===== src/rtl/progress_tx.sv =====
// -----------------------------------------------------------------------------
// progress_tx
//   Transmit side of the player-client progress link. Game logic queues
//   step requests; the block emits a 5-bit wrapping progress code one step
//   at a time and holds each code for HOLD cycles. The receiver rebuilds an
//   8-bit count by spotting the 31->0 wrap, so the code never skips a value.
//
// Parameters
//   HOLD      cycles each code value is held (1..255)
//   PEND_MAX  pending-queue ceiling (15..255)
//
// Ports
//   clk        in   system clock
//   rst_n      in   synchronous reset, active-high despite the name
//   add        in   [3:0] steps requested (0..15)
//   add_valid  in   request strobe
//   add_ready  out  request can be accepted this cycle
//   clear      in   synchronous flush of queued work and current hold
//   out        out  [4:0] wrapping progress code (= sent[4:0])
//   sent       out  [7:0] total steps emitted, modulo 256
//   pending    out  [7:0] steps queued but not yet emitted
//   busy       out  work queued or a hold in progress
// -----------------------------------------------------------------------------
module progress_tx #(
  parameter int HOLD     = 4,
  parameter int PEND_MAX = 200
) (
  input  logic       clk,
  input  logic       rst_n,
  input  logic [3:0] add,
  input  logic       add_valid,
  output logic       add_ready,
  input  logic       clear,
  output logic [4:0] out,
  output logic [7:0] sent,
  output logic [7:0] pending,
  output logic       busy
);

  // A full 15-step request must always fit under the ceiling.
  localparam logic [7:0] READY_MAX = 8'(PEND_MAX - 15);
  localparam logic [7:0] HOLD_M1   = 8'(HOLD - 1);

  // The engine state is fully carried by the hold timer: a non-zero timer
  // means a code is still being held.
  typedef enum logic {
    S_READY = 1'b0,
    S_WAIT  = 1'b1
  } state_e;

  logic [7:0] sent_q,    sent_d;
  logic [7:0] pending_q, pending_d;
  logic [7:0] timer_q,   timer_d;
  logic [8:0] pend_sum;
  logic       accept;
  logic       step;
  state_e     state;

  assign state     = (timer_q != 8'd0) ? S_WAIT : S_READY;
  assign add_ready = !clear && (pending_q <= READY_MAX);
  assign accept    = add_valid && add_ready;

  assign out     = sent_q[4:0];
  assign sent    = sent_q;
  assign pending = pending_q;
  assign busy    = (pending_q != 8'd0) || (timer_q != 8'd0);

  always_comb begin
    sent_d    = sent_q;
    pending_d = pending_q;
    timer_d   = timer_q;
    step      = 1'b0;
    pend_sum  = '0;
    if (clear) begin
      // Flush overrides both stepping and accepting; sent/out are kept so
      // the receiver's reconstructed count stays consistent.
      pending_d = 8'd0;
      timer_d   = 8'd0;
    end else begin
      case (state)
        S_WAIT: timer_d = timer_q - 8'd1;
        S_READY: begin
          if (pending_q != 8'd0) begin
            step    = 1'b1;
            sent_d  = sent_q + 8'd1;  // 255 -> 0 wrap is intended
            timer_d = HOLD_M1;        // HOLD=1 reloads 0: step every cycle
          end
        end
        default: timer_d = 8'd0;
      endcase
      // Add and step can land in the same cycle; 9 bits keep the
      // intermediate exact, and add_ready bounds the result to PEND_MAX.
      pend_sum  = {1'b0, pending_q}
                + {5'd0, (accept ? add : 4'd0)}
                - {8'd0, step};
      pending_d = pend_sum[7:0];
    end
  end

  always_ff @(posedge clk) begin
    if (rst_n) begin
      sent_q    <= 8'd0;
      pending_q <= 8'd0;
      timer_q   <= 8'd0;
    end else begin
      sent_q    <= sent_d;
      pending_q <= pending_d;
      timer_q   <= timer_d;
    end
  end

endmodule

===== config.mk =====
export PLATFORM = sky130hd
export DESIGN_NAME = progress_tx
export DESIGN_NICKNAME = d
export VERILOG_FILES = /design/src/rtl/progress_tx.sv
export SDC_FILE = /design/constraint.sdc
export NUM_CORES = 1
export LEC_CHECK = 0
export CAP_MARGIN = 20
export CORE_ASPECT_RATIO = 1.5
export CORE_MARGIN = 2
export CORE_UTILIZATION = 50
export CTS_CLUSTER_DIAMETER = 60
export CTS_CLUSTER_SIZE = 25
export DETAILED_ROUTE_END_ITERATION = 10
export HOLD_SLACK_MARGIN = 0.02
export PLACE_DENSITY_LB_ADDON = 0.1
export SLEW_MARGIN = 15
export SYNTH_ARGS = -nofsm -noshare
export SYNTH_HDL_FRONTEND = slang
export SYNTH_SLANG_ARGS = --single-unit

===== constraint.sdc =====
create_clock -name clk -period 7.2 [get_ports clk]
set_clock_uncertainty 0.05 [all_clocks]
set_input_delay 2.16 -clock clk [delete_from_list [all_inputs] [get_ports clk]]
set_output_delay 2.16 -clock clk [all_outputs]
set_load 0.01 [all_outputs]

==> out/metrics.cfg, run 1 <==
[run_status]
status = completed

[setup_path]
worstPathArrival_ns = 3.91
worstSetupStartpointType = input pin
cp_max_fo = 6
path_class = in -> out
critPathRequiredTime_ns = 4.99
worstSetupEndpointType = primary output

[placed_design]
dp_cells = 254
gp_congestion = 0.7386
port_buffers = 30
dpl.hpwl_um = 2696

[routing]
drt_iter0_markers = 32
wl_um = 3508
wl_per_cell_um = 13.65
dr.pass1.iters = 4
num_vias = 1419
final_antenna_net_count = 0
drc = 0
vias_per_cell = 5.521

[die]
ios = 31
start_util_pct = 51.84
die_h_um = 73.75
die_area_sq_um = 3724
num_rows = 25
fp.coreArea_sq_um = 3128
die_w_um = 50.50

[pwr]
clkPwrFrac_pct = 9.1
p_sw_uw = 418.5
powerDensity_nw_per_um2 = 462.1
p_sw_share_pct = 46.48
p_comb_share_pct = 66.5
power.internal_uw = 481.8
seqPwrFrac_pct = 24.4
ir_drop_mv = 0.3212
leakagePower_uw = 0.0007750

[clock_tree]
cts_sinks = 24
htreeDepth = 1
clockBufferDepth = 2
cts_tree = yes
worstSkewPairLatency_ns = 0.27
clk_pin_slew_ns = 0.08
post-cts-setup-buffers = 0
numCtsBuffers = 3
holdBufCountCts = 0
cts_root_buf = clkbuf_8
cts_resized = 0

[sta]
min_period_over_period_pct = 84.93
timing.final.crit_period_ns = 6.115
tns_ns = 0
slew_headroom_pct = 56.35
finalSetupViolCount = 0
rsz0062_at_grt = no
worstMarginPinSlew_ns = 0.6508
fmax_ghz = 0.1635
hold_viol = 0
final-max-slew-violation-count = 0

[grt]
grt_start_max_net_pins = 17
grtUsageTotal_pct = 20.86
grt_pass1_vias = 1366
overflow = 0
grt_pass1_wl_um = 5961
antenna_found_initial = 0

[min_path]
hold_path_class = reg -> reg

[final_layout]
final_util_pct = 62.28
num_antenna_cells = 0
fillers = 297
fin_nets = 246
syn_to_final_growth_pct = 20.14
layout-drive-gt1-share_pct = 2.765
layout.cells.non_filler = 257

[synthesis]
ys_ff_latch = 24
syn-num-nets = 221
syn-cell-area_sq_um = 1622
synth_ff_type = dfxtp_1
synth_edf_count = 0
yosysWarnings = 0
ys_async_sr_fraction_pct = 0
synthCells = 194
yosysUniqueCellTypes = 43
yosysSeqAreaShare_pct = 29.63
synth_area_per_cell_sq_um = 8.359

[run]
cap_violations = 0

==> per-layer routing <==
layer  share of wire [%]  global-route usage, %  wire (um)
met1                  40                  20.93       1386
met2                  56                  41.23       1955
met3                 3.1                  2.846        110
met4                 1.6                  9.610         57
met5                   0                      0          0
==> registers in the layout, indices dropped and copies added, names as in the netlist <==
name / cells
sent: 8
pending: 8
timer_q: 8
==> cells by family (layout without fill, tap and decap cells) <==
group | count (synthesis) | after routing | synth area share [%]
AO/OA/AOI/OAI | 32 | 32 | 12.89
XOR/XNOR | 2 | 2 | 1.080
adder cells (fa/ha/maj) | 19 | 19 | 15.12
buffers and inverters | 30 | 53 | 8.642
flip-flops | 24 | 24 | 29.63
multiplexers | 8 | 8 | 5.324
AND/OR/NAND/NOR | 79 | 79 | 27.32
==> power by group through the flow <==
stage,registers [uW],clock network [uW],logic [uW]
floorplan,220,0,435
global placement,219,0,578
detailed placement,222,0,598
CTS,220,84.3,604
global route,227,87.3,674
finish,220,81.7,599
==> layout by cell type (no fill, tap or decap), types with 2 or more instances in the layout <==
| cell type | count |
|---|---|
| a211oi_1 | 8 |
| a21o_1 | 2 |
| a21oi_1 | 6 |
| a31oi_1 | 2 |
| and2_1 | 3 |
| clkbuf_8 | 3 |
| clkdlybuf4s50_1 | 30 |
| dfxtp_1 | 24 |
| ha_1 | 18 |
| inv_1 | 20 |
| mux2_1 | 5 |
| mux2i_1 | 3 |
| nand2_1 | 5 |
| nand3_1 | 8 |
| nand4_1 | 4 |
| nor2_1 | 21 |
| nor2b_1 | 9 |
| nor3_1 | 10 |
| nor3b_1 | 2 |
| nor4_1 | 3 |
| o21ai_0 | 5 |
| o21ai_1 | 2 |
| o21bai_1 | 2 |
| or3_1 | 4 |
| xnor2_1 | 2 |
==> area by class of cell <==
class                           instances  area [sq um]  share of cell area, %
Timing Repair Buffer                   30         300.3                  15.41
Clock buffer                            3         41.29                  2.119
Multi-Input combinational cell        140          1001                  51.38
Inverter                               20         75.07                  3.854
Tap cell                               40         50.05                  2.569
Sequential cell                        24         480.5                  24.66
==> Yosys cell counts (all sizes together) (5+ instances only) <==
cell | count | area (sq um)
a211oi | 8 | 60.06
mux2 | 5 | 56.30
nor2b | 9 | 56.30
nand2 | 6 | 25.03
buf | 7 | 53.80
inv | 20 | 75.07
a21oi | 6 | 30.03
dfxtp | 24 | 480.5
ha | 18 | 225.2
nand3 | 8 | 40.04
nor2 | 21 | 78.83
nor3 | 10 | 50.05
o21ai | 7 | 35.03
==> metrics by stage <==
stage                     worst slack, ns  total power, uW  hold slack (ns)  area [sq um]
final                               1.085            900.3           0.4869          1948
after global routing               0.9418            988.1           0.5200          1948
after CTS                           1.085            908.3           0.4796          1948
after detailed placement            1.113            820.3           0.4673          1907
after global placement              1.153            797.2           0.4570          1907
after floorplan                     2.311            654.5           0.4313          1622
==> critical path, cell delays in order <==
cell and delay (ns):
clkdlybuf4s50_1 0.50, a211oi_1 0.56, clkdlybuf4s50_1 0.68
==> final timing paths <==
check	startpoint	to	slack, ns	cells after the start
hold reg to reg	timer_q[0]	timer_q[0]	0.49	1
hold / removal	timer_q[0]	timer_q[0]	0.49	1
setup / recovery	clear	add_ready	1.08	3
setup reg to reg	pending[6]	pending[7]	3.83	13
Power figures use the tool's default switching activity.
==> run 2: changes to the inputs <==
--- a/config.mk
+++ b/config.mk
@@ -8,7 +8,7 @@
 export CAP_MARGIN = 20
 export CORE_ASPECT_RATIO = 1.5
 export CORE_MARGIN = 2
-export CORE_UTILIZATION = 50
+export CORE_UTILIZATION = 47
 export CTS_CLUSTER_DIAMETER = 60
 export CTS_CLUSTER_SIZE = 25
 export DETAILED_ROUTE_END_ITERATION = 10
==> constraint.sdc (replaced) <==
create_clock -name clk -period 5.3 [get_ports clk]
set_clock_uncertainty 0.05 [all_clocks]
set_input_delay 1.59 -clock clk [delete_from_list [all_inputs] [get_ports clk]]
set_output_delay 1.59 -clock clk [all_outputs]
set_load 0.01 [all_outputs]
==> run 2 against run 1 <==
Effect of this change:
- largest cell class unchanged
- combinational power is 33% higher
- die area increased by 6.0%
- cell count up 1.6%
- sequential cell count stayed put
- worst hold slack better by 0.024 ns
- core utilization shrank 3.4 points
- routed wire length shrank 3.0%
- sequential power grew 36%
- sequential share of layout area fell by 0.30 points
- final area rose by 1.2%
==> out/metrics.cfg, run 2 (synthesis gave the netlist of run 1 again) <==
[run_status]
status = completed  ; unchanged

[die]
num_rows = 26  ; was 25
fp.coreArea_sq_um = 3351  ; was 3128 sq um
die_h_um = 75.94  ; was 73.75 um
die_w_um = 51.96  ; was 50.50 um
die_area_sq_um = 3946  ; was 3724 sq um
ios = 31  ; unchanged
start_util_pct = 48.39  ; was 51.84%

[clock_tree]
cts_root_buf = clkbuf_8  ; unchanged
clockBufferDepth = 2  ; unchanged
htreeDepth = 1  ; unchanged
worstSkewPairLatency_ns = 0.27  ; about the same
numCtsBuffers = 3  ; unchanged
cts_resized = 0  ; unchanged
clk_pin_slew_ns = 0.08  ; about the same
holdBufCountCts = 0  ; unchanged
post-cts-setup-buffers = 0  ; unchanged
cts_sinks = 24  ; unchanged
cts_tree = yes  ; unchanged

[setup_path]
worstRegToRegCells = 13  ; unchanged
worstSetupEndpointType = primary output  ; unchanged
worstPathArrival_ns = 3.22  ; was 3.91 ns
slowest_delay_ns = 0.66  ; was 0.68 ns
cp_num_buf_inv = 2  ; unchanged
path_cells = clkdlybuf4s50_1, a211oi_1, clkdlybuf4s50_1  ; unchanged
path_class = in -> out  ; unchanged
worstSetupStartpointType = input pin  ; unchanged
r2r_slack_ns = 2.04  ; was 3.83 ns
crit_slowest_cell = clkdlybuf4s50_1  ; unchanged
r2r-start = pending[6]  ; unchanged
cp_top_family = buffers and inverters  ; unchanged
cp_max_fo = 5  ; was 6
crit_path_frequent_cell = clkdlybuf4s50_1  ; unchanged
critPathRequiredTime_ns = 3.66  ; was 4.99 ns
r2r-end = pending[7]  ; unchanged

[sta]
worstMarginPinSlew_ns = 0.6364  ; was 0.6508 ns
tns_ns = 0  ; unchanged
hold_viol = 0  ; unchanged
finalSetupViolCount = 0  ; unchanged
fin_ws_ns = 0.4396  ; was 1.085 ns
fmax_ghz = 0.2057
final-max-slew-violation-count = 0  ; unchanged
slew_headroom_pct = 57.31  ; was 56.35%
min_period_over_period_pct = 91.71
rsz0062_at_grt = no  ; unchanged
timing.final.crit_period_ns = 4.860

[final_layout]
syn_to_final_growth_pct = 21.60  ; was 20.14%
layout-drive-gt1-share_pct = 3.653  ; was 2.765%
final_util_pct = 58.85  ; was 62.28%
mostFrequentLayoutCell = clkdlybuf4s50_1  ; unchanged
layout_common_cells = 30 x clkdlybuf4s50_1, 24 x dfxtp_1, 21 x nor2_1  ; unchanged
fin_nets = 247  ; was 246
fillers = 324  ; was 297
num_antenna_cells = 0  ; unchanged
final_area_sq_um = 1972  ; was 1948 sq um

[routing]
dr.pass1.iters = 6  ; was 4
wl_um = 3404  ; was 3508 um
wl_per_cell_um = 13.04  ; was 13.65 um
final_antenna_net_count = 0  ; unchanged
vias_per_cell = 5.544  ; was 5.521
drc = 0  ; unchanged
num_vias = 1447  ; was 1419
drt_iter0_markers = 31  ; was 32

[pwr]
power_uw = 1225  ; was 900.3 uW
leakagePower_uw = 0.0007870  ; was 0.0007750 uW
p_comb_share_pct = 65.1  ; was 66.5%
p_sw_share_pct = 45.26  ; was 46.48%
power.internal_uw = 670.6  ; was 481.8 uW
seqPwrFrac_pct = 24.5  ; was 24.4%
powerDensity_nw_per_um2 = 621.3  ; was 462.1 nW/um^2
p_sw_uw = 554.5  ; was 418.5 uW
ir_drop_mv = 0.4484  ; was 0.3212 mV
clkPwrFrac_pct = 10.4  ; was 9.1%

[min_path]
min-delay-start = sent[2]  ; was timer_q[0]
hold_path_class = reg -> reg  ; unchanged
min_to = sent[2]  ; was timer_q[0]
whs_path_depth = 2  ; was 1

[grt]
overflow = 0  ; unchanged
grt_pass1_vias = 1424  ; was 1366
grt_start_max_net_pins = 17  ; unchanged
antenna_found_initial = 0  ; unchanged
grtUsageTotal_pct = 19.19  ; was 20.86%
grt_pass1_wl_um = 5996  ; was 5961 um

[placed_design]
dpl.hpwl_um = 2634  ; was 2696 um
gp_congestion = 0.7454  ; was 0.7386
dpl_cell_area_sq_um = 1917  ; was 1907 sq um
pre_cts_ws_ns = 0.4362  ; was 1.113 ns
port_buffers = 30  ; unchanged

[run]
cap_violations = 0  ; unchanged

==> run 2: worst max path at each step <==
stage               startpoint         end  slack [ns]  depth (start not counted)
global route             clear   add_ready        0.39                          3
detailed placement       clear   add_ready        0.44                          3
floorplan                clear  pending[7]        1.46                          9
finish                   clear   add_ready        0.44                          3
CTS                      clear   add_ready        0.42                          3
global placement         clear   add_ready        0.43                          3
==> run 2: layout make-up <==
cell class              instances  area, sq um  share of cell area, %
clock buffers                   4        55.05                  2.792
inverters                      20        75.07                  3.807
multi-input cells             140         1001                  50.76
flip-flops and latches         24        480.5                  24.37
well taps                      42        52.55                  2.665
repair buffers                 31        307.8                  15.61
==> run 2: worst reg2reg max path: stages, from the launching register on <==
cell and delay [ns]:
dfxtp_1 0.36, inv_1 0.09, ha_1 0.23, nand3_1 0.09
nor2_1 0.04, a211oi_1 0.56, nand3_1 0.17, ha_1 0.35
inv_1 0.06, ha_1 0.30, a211oi_1 0.33, o21ai_0 0.17
a31oi_1 0.22, mux2i_1 0.19
==> run 2: through the flow <==
stage | cells | hold WS, ns
after global routing | 261 | 0.5315
after floorplan | 194 | 0.4313
final | 261 | 0.5114
after detailed placement | 257 | 0.4874
after CTS | 261 | 0.5125
after global placement | 257 | 0.4529
==> run 2: power by group through the flow <==
stage | combinational (uW) | clock [uW] | sequential [uW]
final | 798 | 128 | 300
after CTS | 805 | 132 | 300
after global routing | 917 | 139 | 310
after floorplan | 590 | 0 | 299
after detailed placement | 801 | 0 | 303
after global placement | 786 | 0 | 299
==> run 2: metal layers <==
| layer | part of all wire [%] | track usage, % | vias up |
|---|---|---|---|
| met5 | 0 | 0 | - |
| met4 | 0.73 | 7.632 | 0 |
| met3 | 2.6 | 2.165 | 2 |
| met2 | 56 | 34.43 | 27 |
| met1 | 41 | 22.00 | 690 |
| li1 | - | - | 728 |
==> run 3: changes to the inputs <==
--- a/config.mk
+++ b/config.mk
@@ -9,6 +9,7 @@
 export CORE_ASPECT_RATIO = 1.5
 export CORE_MARGIN = 2
 export CORE_UTILIZATION = 47
+export CTS_BUF_LIST = sky130_fd_sc_hd__clkbuf_4 sky130_fd_sc_hd__clkbuf_8 sky130_fd_sc_hd__clkbuf_16
 export CTS_CLUSTER_DIAMETER = 60
 export CTS_CLUSTER_SIZE = 25
 export DETAILED_ROUTE_END_ITERATION = 10
==> results of run 3 <==
The final DEF is identical to that of run 2; final timing and power are the same.
